[config.mk]
export PLATFORM = sky130hd
export DESIGN_NAME = wb_sdram_arbiter
export DESIGN_NICKNAME = d
export VERILOG_FILES = /design/src/rtl/wb_arb_pkg.sv /design/src/rtl/wb_arb_watchdog.sv /design/src/rtl/wb_sdram_arbiter.sv
export SDC_FILE = /design/constraint.sdc
export NUM_CORES = 1
export LEC_CHECK = 0
export BUFFER_PORTS_ARGS = -buffer_cell sky130_fd_sc_hd__buf_4
export CAP_MARGIN = 30
export CORE_AREA = 2 2 123 125
export CTS_CLUSTER_DIAMETER = 50
export DETAILED_ROUTE_END_ITERATION = 6
export DIE_AREA = 0 0 125 127
export GPL_TIMING_DRIVEN = 0
export HOLD_SLACK_MARGIN = 0.08
export PLACE_DENSITY = 0.59
export SLEW_MARGIN = 20
export SYNTH_ARGS = -nofsm -noshare
export SYNTH_HDL_FRONTEND = slang
export SYNTH_HIERARCHICAL = 1
export SYNTH_SLANG_ARGS = --single-unit
[constraint.sdc]
create_clock -name clock -period 2.5 [get_ports clock]
set_input_delay 0.25 -clock clock [delete_from_list [all_inputs] [get_ports clock]]
set_output_delay 0.25 -clock clock [all_outputs]
set_load 0.05 [all_outputs]
[src/rtl/wb_arb_pkg.sv]
// rtl/wb_arb_pkg.sv - shared state encoding and watchdog width helper for the SDRAM port arbiter
package wb_arb_pkg;

    typedef enum logic [1:0] {
        ST_IDLE  = 2'd0,
        ST_GNT0  = 2'd1,
        ST_GNT1  = 2'd2,
        ST_ABORT = 2'd3
    } arb_state_t;

    // Counter only has to reach TIMEOUT-1; keep at least one bit so TIMEOUT of 0/1 still elaborates.
    function automatic int wd_width(input int timeout);
        return (timeout < 2) ? 1 : $clog2(timeout);
    endfunction

endpackage

[src/rtl/wb_arb_watchdog.sv]
// rtl/wb_arb_watchdog.sv - stalled-slave watchdog: counts unanswered strobe cycles, flags expiry
module wb_arb_watchdog
    import wb_arb_pkg::*;
#(
    parameter int TIMEOUT = 1024
) (
    input  logic clock,
    input  logic reset,
    input  logic clear,
    input  logic enable,
    output logic expire
);

    localparam int CW    = wd_width(TIMEOUT);
    localparam int LASTI = (TIMEOUT > 0) ? TIMEOUT - 1 : 0;
    localparam logic [CW-1:0] LAST = LASTI[CW-1:0];

    logic [CW-1:0] count;

    // A response in the final cycle wins over expiry, so a just-in-time ack is never turned into err.
    assign expire = (TIMEOUT != 0) && enable && !clear && (count == LAST);

    always_ff @(posedge clock) begin
        if (reset || clear) begin
            count <= '0;
        end else if (enable && !expire) begin
            count <= count + 1'b1;
        end
    end

endmodule

[src/rtl/wb_sdram_arbiter.sv]
// rtl/wb_sdram_arbiter.sv - two-master round-robin Wishbone arbiter in front of the SDRAM controller
module wb_sdram_arbiter
    import wb_arb_pkg::*;
#(
    parameter int AW      = 32,
    parameter int DW      = 32,
    parameter int TIMEOUT = 1024,
    parameter int PRIO0   = 1
) (
    input  logic            clock,
    input  logic            reset,
    input  logic [AW-1:0]   m0_adr_i,
    input  logic [DW-1:0]   m0_dat_i,
    input  logic [DW/8-1:0] m0_sel_i,
    input  logic            m0_we_i,
    input  logic            m0_cyc_i,
    input  logic            m0_stb_i,
    output logic [DW-1:0]   m0_dat_o,
    output logic            m0_ack_o,
    output logic            m0_err_o,
    input  logic [AW-1:0]   m1_adr_i,
    input  logic [DW-1:0]   m1_dat_i,
    input  logic [DW/8-1:0] m1_sel_i,
    input  logic            m1_we_i,
    input  logic            m1_cyc_i,
    input  logic            m1_stb_i,
    output logic [DW-1:0]   m1_dat_o,
    output logic            m1_ack_o,
    output logic            m1_err_o,
    output logic [AW-1:0]   s_adr_o,
    output logic [DW-1:0]   s_dat_o,
    output logic [DW/8-1:0] s_sel_o,
    output logic            s_we_o,
    output logic            s_cyc_o,
    output logic            s_stb_o,
    input  logic [DW-1:0]   s_dat_i,
    input  logic            s_ack_i,
    input  logic            s_err_i,
    output logic [1:0]      gnt_o
);

    arb_state_t state, next_state;
    logic       last, next_last;   // master served most recently (1 = master 1)
    logic       wd_expire;

    wb_arb_watchdog #(.TIMEOUT(TIMEOUT)) u_watchdog (
        .clock  (clock),
        .reset  (reset),
        .clear  (s_ack_i || s_err_i || !s_stb_o),
        .enable (s_stb_o),
        .expire (wd_expire)
    );

    always_ff @(posedge clock) begin
        if (reset) begin
            state <= ST_IDLE;
            last  <= (PRIO0 != 0);
        end else begin
            state <= next_state;
            last  <= next_last;
        end
    end

    always_comb begin
        next_state = state;
        next_last  = last;
        case (state)
            ST_IDLE: begin
                if (m0_cyc_i && (!m1_cyc_i || last)) begin
                    next_state = ST_GNT0;
                    next_last  = 1'b0;
                end else if (m1_cyc_i) begin
                    next_state = ST_GNT1;
                    next_last  = 1'b1;
                end
            end
            ST_GNT0: begin
                if (!m0_cyc_i)      next_state = ST_IDLE;
                else if (wd_expire) next_state = ST_ABORT;
            end
            ST_GNT1: begin
                if (!m1_cyc_i)      next_state = ST_IDLE;
                else if (wd_expire) next_state = ST_ABORT;
            end
            default: next_state = ST_IDLE;
        endcase
    end

    // Slave-side mux and response routing; everything idles at zero outside a grant.
    always_comb begin
        s_adr_o  = '0;
        s_dat_o  = '0;
        s_sel_o  = '0;
        s_we_o   = 1'b0;
        s_cyc_o  = 1'b0;
        s_stb_o  = 1'b0;
        m0_dat_o = '0;
        m0_ack_o = 1'b0;
        m0_err_o = 1'b0;
        m1_dat_o = '0;
        m1_ack_o = 1'b0;
        m1_err_o = 1'b0;
        gnt_o    = 2'b00;
        case (state)
            ST_GNT0: begin
                s_adr_o  = m0_adr_i;
                s_dat_o  = m0_dat_i;
                s_sel_o  = m0_sel_i;
                s_we_o   = m0_we_i;
                s_cyc_o  = m0_cyc_i;
                s_stb_o  = m0_stb_i;
                m0_dat_o = s_dat_i;
                m0_ack_o = s_ack_i;
                m0_err_o = s_err_i;
                gnt_o    = 2'b01;
            end
            ST_GNT1: begin
                s_adr_o  = m1_adr_i;
                s_dat_o  = m1_dat_i;
                s_sel_o  = m1_sel_i;
                s_we_o   = m1_we_i;
                s_cyc_o  = m1_cyc_i;
                s_stb_o  = m1_stb_i;
                m1_dat_o = s_dat_i;
                m1_ack_o = s_ack_i;
                m1_err_o = s_err_i;
                gnt_o    = 2'b10;
            end
            ST_ABORT: begin
                // The aborted owner is the one recorded on grant entry.
                m0_err_o = !last;
                m1_err_o = last;
            end
            default: ;
        endcase
    end

endmodule

# --- Word-level counts from Yosys, hierarchy flattened ---
# Index checks and enable logic that the tools add are counted.
word_totals:
  ff_bits: 13
  latchBits: 0
  ramBits: 0
  mem_bits_ro: 0
  inputBits: 178
  out_inout_bits: 141
  wordCells: 46
  n_memories: 0
op_classes:
  addsub: 1
  n_mul: 0
  div: 0
  magnitude_cmp: 0
  n_eq_ne: 5
  shifts: 0
  muxes: 21
  bitwise: 0
  reduce_logical: 16
op_table:
  columns: ["cell", "count"]
  rows:
  - ["$pmux 32 s2", 2]
  - ["$mux 32", 2]
  - ["$add 10x1->10 const B", 1]
  - ["$eq 10x10->1 const B", 1]
  - ["$mux 2", 5]
  - ["$pmux 1 s2", 5]
  - ["$pmux 4 s2", 1]
  - ["$pmux 2 s3", 1]
  - ["$logic_not 1->1", 5]
  - ["$eq 2x2->1 const B", 2]
  - ["$logic_and 1x1->1", 4]
  - ["$logic_or 1x1->1", 4]
  - ["$mux 1", 4]
  - ["$pmux 2 s2", 1]
  - ["$ne 3x3->1 const B", 1]
  - ["$eq 2x1->1 const B", 1]
  - ["$logic_not 2->1", 1]
  - ["$reduce_and 2->1", 1]
  - ["$reduce_bool 2->1", 1]

# --- Logic depth before layout (Yosys ltp) ---
# Gate-level depths: netlist of the first run.
logic_depth:
  ltp_word: 10
  ltp_mapped: 14
  ltp_nobuf: 12

# --- Modules after synthesis ---
# The synthesis of the first run kept the hierarchy.
by_module_without_submodules:
  columns: ["mod", "instances", "cells_per_inst", "area_each_um2", "seq_area_each_um2"]
  rows:
  - ["wb_sdram_arbiter", 1, 276, 1871.8, 60.1]
  - ["wb_arb_watchdog", 1, 64, 578.1, 200.2]

# --- Worst setup path before layout of the first run ---
# Ideal clock, no wire load.
synth_timing:
  path_kind: "reg-to-reg"
  start: "register state[0]"
  end: "register state[0]"
  setup_time_ps: 92
  t_arrival_ps: 3032
  t_required_ps: 2408
  slack_ps: -624
  path_stages_with_launch: 15
  path_buffers: 2
  period_less_slack_ps: 3124
  cell_sequence: "dfxtp_1 > inv_1 > ha_1 > buf_6 > buf_6 > a22oi_1 > nor2b_2 > nand2_1 > and3b_4 > nand4_1 > inv_1 > nor2_1 > a21oi_1 > a31oi_1 > o32ai_1"
synth_via:
  elab_chain_cells: 10
  word_cells_on_any_way: 14
  cone_classes: "eq/ne (3); mux (5); reduce/logical (6)"
synth_lines:
  columns: ["item", "line", "source"]
  rows:
  - ["from (decl)", "wb_sdram_arbiter.sv:42", "arb_state_t state, next_state;"]
  - ["from (signal assigned)", "wb_sdram_arbiter.sv:59", "state <= next_state;"]
  - ["$eq 2x2->1 / $eq 2x1->1 (equally long branches)", "wb_sdram_arbiter.sv:104", "case (state)"]
  - ["$pmux 1 s2 (*)", "wb_sdram_arbiter.sv:104", null]
  - ["named net s_stb_o", "wb_sdram_arbiter.sv:35", "output logic s_stb_o,"]
  - ["$logic_not 1->1", "wb_sdram_arbiter.sv:49", ".clear (s_ack_i || s_err_i || !s_stb_o),"]
  - ["$logic_or 1x1->1", "wb_sdram_arbiter.sv:49", null]
  - ["$logic_not 1->1", "wb_arb_watchdog.sv:21", "assign expire = (TIMEOUT != 0) && enable && !clear && (count == LAST);"]
  - ["$logic_and 1x1->1 (*) (2 in series)", "wb_arb_watchdog.sv:21", null]
  - ["named net wd_expire", "wb_sdram_arbiter.sv:44", "logic wd_expire;"]
  - ["$mux 2 (*)", null, null]
  - ["$mux 2 (on tied branches)", null, null]
  - ["$pmux 2 s3 (*)", "wb_sdram_arbiter.sv:67", "case (state)"]
# Mark *: on every way through the listed nets, which the timed path passes. The rest lies on a longest branch.
# A chain may end at the register's enable or synchronous reset.

# --- Worst setup path in the final report of the first run ---
layout_timing:
  start: "register state[1]"
  end: "register state[0]"
layout_via:
  elab_chain_cells: 10
  word_cells_on_any_way: 14
  cone_classes: "eq/ne (3); mux (5); reduce/logical (6)"
layout_lines:
  columns: ["item", "line"]
  rows:
  - ["$eq 2x2->1 / $eq 2x1->1 (equally long branches)", "wb_sdram_arbiter.sv:104"]
  - ["$pmux 1 s2 (*)", "wb_sdram_arbiter.sv:104"]
  - ["$logic_not 1->1", "wb_sdram_arbiter.sv:49"]
  - ["$logic_or 1x1->1", "wb_sdram_arbiter.sv:49"]
  - ["$logic_not 1->1", "wb_arb_watchdog.sv:21"]
  - ["$logic_and 1x1->1 (*) (2 in series)", "wb_arb_watchdog.sv:21"]
  - ["named net wd_expire", "wb_sdram_arbiter.sv:44"]
  - ["$mux 2 (*)", null]
  - ["$mux 2 (on tied branches)", null]
  - ["$pmux 2 s3 (*)", "wb_sdram_arbiter.sv:67"]
# Marked as above.

==> flow_metrics.env, run 1 <==
export IMPL_row_count=44
export IMPL_final_area_sq_mm=0.00519
export IMPL_antenna_diode_count=0
export IMPL_synth_xor_area_frac=0
export IMPL_grt_pass1_wl_mm=19.9
export IMPL_place_ws_ns=-0.175
export IMPL_start_kind="register"
export IMPL_ir_worst_vdd_mv=0.249
export IMPL_area_growth_pct=112
export IMPL_cts_tree="built"
export IMPL_syn_inst=340
export IMPL_synthesis_nets=526
export IMPL_grt_pass1_vias=3516
export IMPL_maxSlewViolCount=0
export IMPL_synthAdderAreaFrac=0.0409
export IMPL_min_path_type="input port to register"
export IMPL_p_per_area_mw_per_mm2=426
export IMPL_whs_ns=0.279
export IMPL_finalHoldViolCount=0
export IMPL_die_w_um=125
export IMPL_layout_nets=849
export IMPL_skew_ns=0.00354
export IMPL_async_flop_share=0
export IMPL_ant_nets=0
export IMPL_leakagePower_nw=2.50
export IMPL_min_period_ns=2.30
export IMPL_first_iter_violations=190
export IMPL_synth_common_cells="69 x a22oi_1, 69 x nor2b_1, 67 x and2_1"
export IMPL_synth_compound_gate_area_share=0.307
export IMPL_fin_setup_tns_ns=0
export IMPL_cp_slowest_cell="dfxtp_2"
export IMPL_routed_via_density=4.39
export IMPL_wirelength_mm=13.5
export IMPL_synth_seq_area_share=0.106
export IMPL_hpwl_mm=11.3
export IMPL_synth_largest_area_cell="a22oi_1"
export IMPL_synth_ff_type="dfxtp_1"
export IMPL_die_h_um=127
export IMPL_place_inst=842
export IMPL_tightest_slew_ns=0.463
export IMPL_relSlewSlack=0.691
export IMPL_cts_clk_slew_worst_paths_ns=0.04
export IMPL_wl_per_cell_um=16.0
export IMPL_max_freq_ghz=0.435
export IMPL_portBuffers=318
export IMPL_place_gp_congestion=0.757
export IMPL_io_pins=319
export IMPL_arrival_ns=2.42
export IMPL_post_route_drc_count=0
export IMPL_muxShareOfSynthArea=0.0163
export IMPL_cp_required_ns=2.62
export IMPL_root_buffer="clkbuf_16"
export IMPL_clock_sinks=13
export IMPL_cts_max_path_buffers=2
export IMPL_yosysWarnings=6
export IMPL_grt_antenna_before_repair=0
export IMPL_initial_utilization=0.170
export IMPL_fin_cells=846
export IMPL_path_cells="inv_2 -> ha_1 -> buf_12 -> a22oi_2 -> nor2b_4 -> buf_4 -> and4_1 -> nand4_1 -> inv_1 -> nor2_1 -> a21oi_1 -> a31oi_1 -> o32ai_1"
export IMPL_synthTopCellsByArea="a22oi_1 21%, nor2b_1 18%, and2_1 17%"
export IMPL_clock_latency_ns=0.24
export IMPL_avgSynthCellArea_sq_um=7.21
export IMPL_cpPeakStageDelay_ns=0.41
export IMPL_synth_simple_area_share=0.443
export IMPL_fillers=1573
export IMPL_postPlaceCellArea_sq_mm=0.00509
export IMPL_cts_made_buffers=3
export IMPL_grt_ovfl_total=0
export IMPL_yosys_cell_types_count=38
export IMPL_drt_pass1_iterations=4
export IMPL_path_buf_inv=4
export IMPL_rsz0062_at_grt="no"
export IMPL_synth_enable_flop_cells=0
export IMPL_ys_ff_latch=13
export IMPL_status="complete, no violations"
export IMPL_grt_max_degree=11
export IMPL_globalRouteTotalUtil=0.155
export IMPL_die_area_sq_mm=0.0159
export IMPL_final_layout_size_suffix_gt1_frac=0.547
export IMPL_end_kind="register"
export IMPL_setup_violations=0
export IMPL_synth_top_area_share=0.211
export IMPL_cts_hold_buf=0
export IMPL_ctsHtreeMaxLevel=1
export IMPL_critical_path_top_delay_family="simple AND/OR/NAND/NOR gates"
export IMPL_crit_path_max_fanout=15
export IMPL_r2r_setup_slack_ns=0.20
export IMPL_syn_cell_area_sq_mm=0.00245
export IMPL_route_vias_total=3714
export IMPL_post_route_period_util=0.920
export IMPL_setup_slack_ns=0.199
export IMPL_maxCapViolCount=0
export IMPL_synth_top_family_by_area="simple AND/OR/NAND/NOR gates"
export IMPL_critPathKind="register to register"
export IMPL_core_area_sq_mm=0.0144
## placed cells by master (no fill, tap or decap), drive strengths merged, types with 3 or more instances in the layout
cell type,n
mux2i,4
nand4,3
inv,7
clkbuf,16
and2,67
nor2b,70
buf,337
ha,8
a31oi,5
o21ai,6
a21oi,4
a22oi,70
nand2,17
nor2,6
nand3,3
dfxtp,13
and3,4
or3,3
## power breakdown
group	switching [W]	internal (W)	leakage [nW]
Sequential	0.0000114	0.000215	0.106
Clock	0.0000918	0.000213	0.0409
Combinational	0.00103	0.000655	2.35
Total	0.00113	0.00108	2.50
## routing by layer
layer  track usage  part of all wire
met5             0                 0
met4        0.0229            0.0083
met3        0.0226             0.061
met2         0.285              0.52
met1         0.196              0.41
## cell type report
| cell class | count | area [sq um] | share of cell area |
|---|---|---|---|
| repair buffers | 320 | 2400 | 0.463 |
| plain buffers | 30 | 175 | 0.0337 |
| clock buffers | 3 | 75.1 | 0.0145 |
| clock inverters | 1 | 5.00 | 0.000964 |
| multi-input cells | 288 | 2020 | 0.388 |
| well taps | 184 | 230 | 0.0443 |
| flip-flops and latches | 13 | 263 | 0.0506 |
| inverters | 7 | 26.3 | 0.00506 |
## timing repair
item,CTS,global route
resized for setup,4,5
buffers inserted,1,1
setup endpoints to repair,15,4
## registers in the layout, summed over array words and instances (netlist names)
signal / cells
u_watchdog/count: 10
state: 2
last: 1
## worst paths after layout
| check | endpoint | startpoint | cells after the start |
|---|---|---|---|
| setup / recovery | state[0] | state[1] | 13 |
| hold / removal | state[1] | reset | 2 |
| setup reg to reg | state[0] | state[1] | 13 |
| hold reg to reg | u_watchdog/count[3] | u_watchdog/count[3] | 1 |
## cells by family (layout without fill, tap and decap cells)
group,Yosys count,in the layout
mux,4,4
flops,13,13
fa+ha+maj,8,8
simple gates,180,180
buf+inv,39,361
compound gates,96,96
## through the flow
stage | utilization | power [W]
final | 0.360 | 0.00221
after detailed placement | 0.353 | 0.00192
after CTS | 0.360 | 0.00224
after global placement | 0.353 | 0.00191
after global routing | 0.360 | 0.00233
after floorplan | - | 0.00128
Note: power is estimated with default switching activity, not from simulation.
==> run 2, diff against run 1 <==
Settings changed: PLACE_DENSITY 0.59 to 0.61.
Clock period 2.5 ns to 2.1 ns, I/O delays scaled along.
==> run 2 against run 1 <==
Net effect: global-route usage shrank 0.095 points; die area unchanged; wire length rose by 1.4%; non-clock buffer count grew 17; critical path type unchanged.
==> flow_metrics.env, run 2 (same netlist as run 1, synthesis figures left out) <==
export IMPL_wirelength_mm=13.7
export IMPL_wl_per_cell_um=15.9
export IMPL_reg2reg_depth=9
export IMPL_postPlaceCellArea_sq_mm=0.00510
export IMPL_final_area_sq_mm=0.00541
export IMPL_cp_slowest_cell="dfxtp_4"
export IMPL_min_path_type="input port to register"
export IMPL_layout_nets=866
export IMPL_r2r_start="state[0]"
export IMPL_grt_pass1_vias=3587
export IMPL_grt_ovfl_total=0
export IMPL_grt_max_degree=11
export IMPL_leakagePower_nw=2.62
export IMPL_cpPeakStageDelay_ns=0.38
export IMPL_cp_required_ns=2.27
export IMPL_crit_top_cell="buf_4"
export IMPL_path_buf_inv=3
export IMPL_core_area_sq_mm=0.0144
export IMPL_post_route_drc_count=0
export IMPL_worstHoldPathCells=2
export IMPL_drt_pass1_iterations=4
export IMPL_area_growth_pct=121
export IMPL_regArea_sq_um=268
export IMPL_clock_latency_ns=0.24
export IMPL_ant_nets=0
export IMPL_endpoint="u_watchdog/count[2]"
export IMPL_ctsHtreeMaxLevel=1
export IMPL_fillers=1518
export IMPL_routed_via_density=4.41
export IMPL_cts_tree="built"
export IMPL_skew_ns=0.00438
export IMPL_finalHoldViolCount=0
export IMPL_rsz0062_at_grt="yes"
export IMPL_utilization=0.375
export IMPL_layout_commonest_cell="buf_4"
export IMPL_crit_path_start="state[0]"
export IMPL_route_vias_total=3806
export IMPL_grt_antenna_before_repair=0
export IMPL_die_area_sq_mm=0.0159
export IMPL_path_cells="inv_6 -> ha_4 -> nor2b_4 -> nand2_4 -> and3b_4 -> nand4_1 -> buf_4 -> buf_4 -> a31oi_1"
export IMPL_relSlewSlack=0.755
export IMPL_multi_input_area_sq_mm=0.00205
export IMPL_clock_sinks=13
export IMPL_setup_violations=0
export IMPL_cts_clk_slew_worst_paths_ns=0.05
export IMPL_p_per_area_mw_per_mm2=504
export IMPL_maxSlewViolCount=0
export IMPL_portBuffers=318
export IMPL_min_period_ns=2.04
export IMPL_cts_made_buffers=3
export IMPL_tightest_slew_ns=0.367
export IMPL_row_count=44
export IMPL_maxCapViolCount=0
export IMPL_end_kind="register"
export IMPL_final_cell_mix="333 x buf_4, 69 x nor2b_1, 68 x a22oi_1"
export IMPL_max_freq_ghz=0.491
export IMPL_initial_utilization=0.170
export IMPL_ir_worst_vdd_mv=0.482
export IMPL_status="complete, no violations"
export IMPL_grt_pass1_wl_mm=20.0
export IMPL_cts_hold_buf=0
export IMPL_top_register="u_watchdog/count"
export IMPL_first_iter_violations=126
export IMPL_critical_path_top_delay_family="simple AND/OR/NAND/NOR gates"
export IMPL_largest_registers="u_watchdog/count x10, state x2, last x1"
export IMPL_start_kind="register"
export IMPL_cp_depth=9
export IMPL_place_gp_congestion=0.780
export IMPL_final_layout_size_suffix_gt1_frac=0.573
export IMPL_critPathKind="register to register"
export IMPL_arrival_ns=2.20
export IMPL_cts_max_path_buffers=2
export IMPL_r2r_setup_slack_ns=0.06
export IMPL_die_w_um=125
export IMPL_io_pins=319
export IMPL_globalRouteTotalUtil=0.154
export IMPL_hpwl_mm=11.1
export IMPL_largest_register_ffs=10
export IMPL_root_buffer="clkbuf_16"
export IMPL_place_inst=842
export IMPL_fin_cells=863
export IMPL_die_h_um=127
export IMPL_post_route_period_util=0.969
export IMPL_antenna_diode_count=0
export IMPL_crit_path_max_fanout=5
export IMPL_r2r_end="u_watchdog/count[2]"
## run 2: power breakdown
group          internal [W]  switching [W]  leakage, nW
clock network      0.000256       0.000109       0.0382
logic              0.000848        0.00124         2.47
registers          0.000256      0.0000123        0.107
total               0.00136        0.00136         2.62
## run 2: layout make-up
cell class / count / share of cell area
plain buffers: 29 / 0.0305
clock buffers: 4 / 0.0146
inverters: 7 / 0.00625
multi-input cells: 288 / 0.379
flip-flops and latches: 13 / 0.0495
well taps: 184 / 0.0426
repair buffers: 338 / 0.478
## run 2: repair_timing
item / in CTS / in global routing
resized for setup: 16 / 12
pin swaps: 3 / 7
cloned: 0 / 0
endpoints found under the setup margin: 83 / 30
buffers inserted: 14 / 6
## run 2: worst reg2reg max path, stage by stage, from the launching register on
cell     delay, ns
dfxtp_4       0.38
inv_6         0.05
ha_4          0.30
nor2b_4       0.22
nand2_4       0.06
and3b_4       0.32
nand4_1       0.15
buf_4         0.17
buf_4         0.13
a31oi_1       0.17
## run 2: worst min-delay path by stage
stage,startpoint,to,slack [ns]
after floorplan,reset,state[0],0.32
after global placement,u_watchdog/count[3],u_watchdog/count[3],0.48
after detailed placement,u_watchdog/count[3],u_watchdog/count[3],0.49
after CTS,reset,state[1],0.24
after global routing,reset,last,0.26
final,reset,state[0],0.23
## run 2: metrics by stage
stage	setup WS [ns]	hold slack, ns	TNS (ns)	power [W]
2_1_floorplan	-0.331	0.315	-1.29	0.00153
3_3_place_gp	-0.506	0.477	-3.71	0.00228
3_5_place_dp	-0.519	0.492	-4.31	0.00229
4_1_cts	0.00143	0.239	0	0.00273
5_1_grt	-0.0338	0.256	-0.0669	0.00287
6_report	0.0644	0.234	0	0.00272
## run 2: routing by layer
| layer | vias to the layer above | routed length [um] | GRT usage |
|---|---|---|---|
| met2 | 149 | 7060 | 0.282 |
| li1 | 1888 | - | - |
| met5 | - | 0 | 0 |
| met1 | 1756 | 5750 | 0.195 |
| met3 | 13 | 782 | 0.0276 |
| met4 | 0 | 147 | 0.0163 |
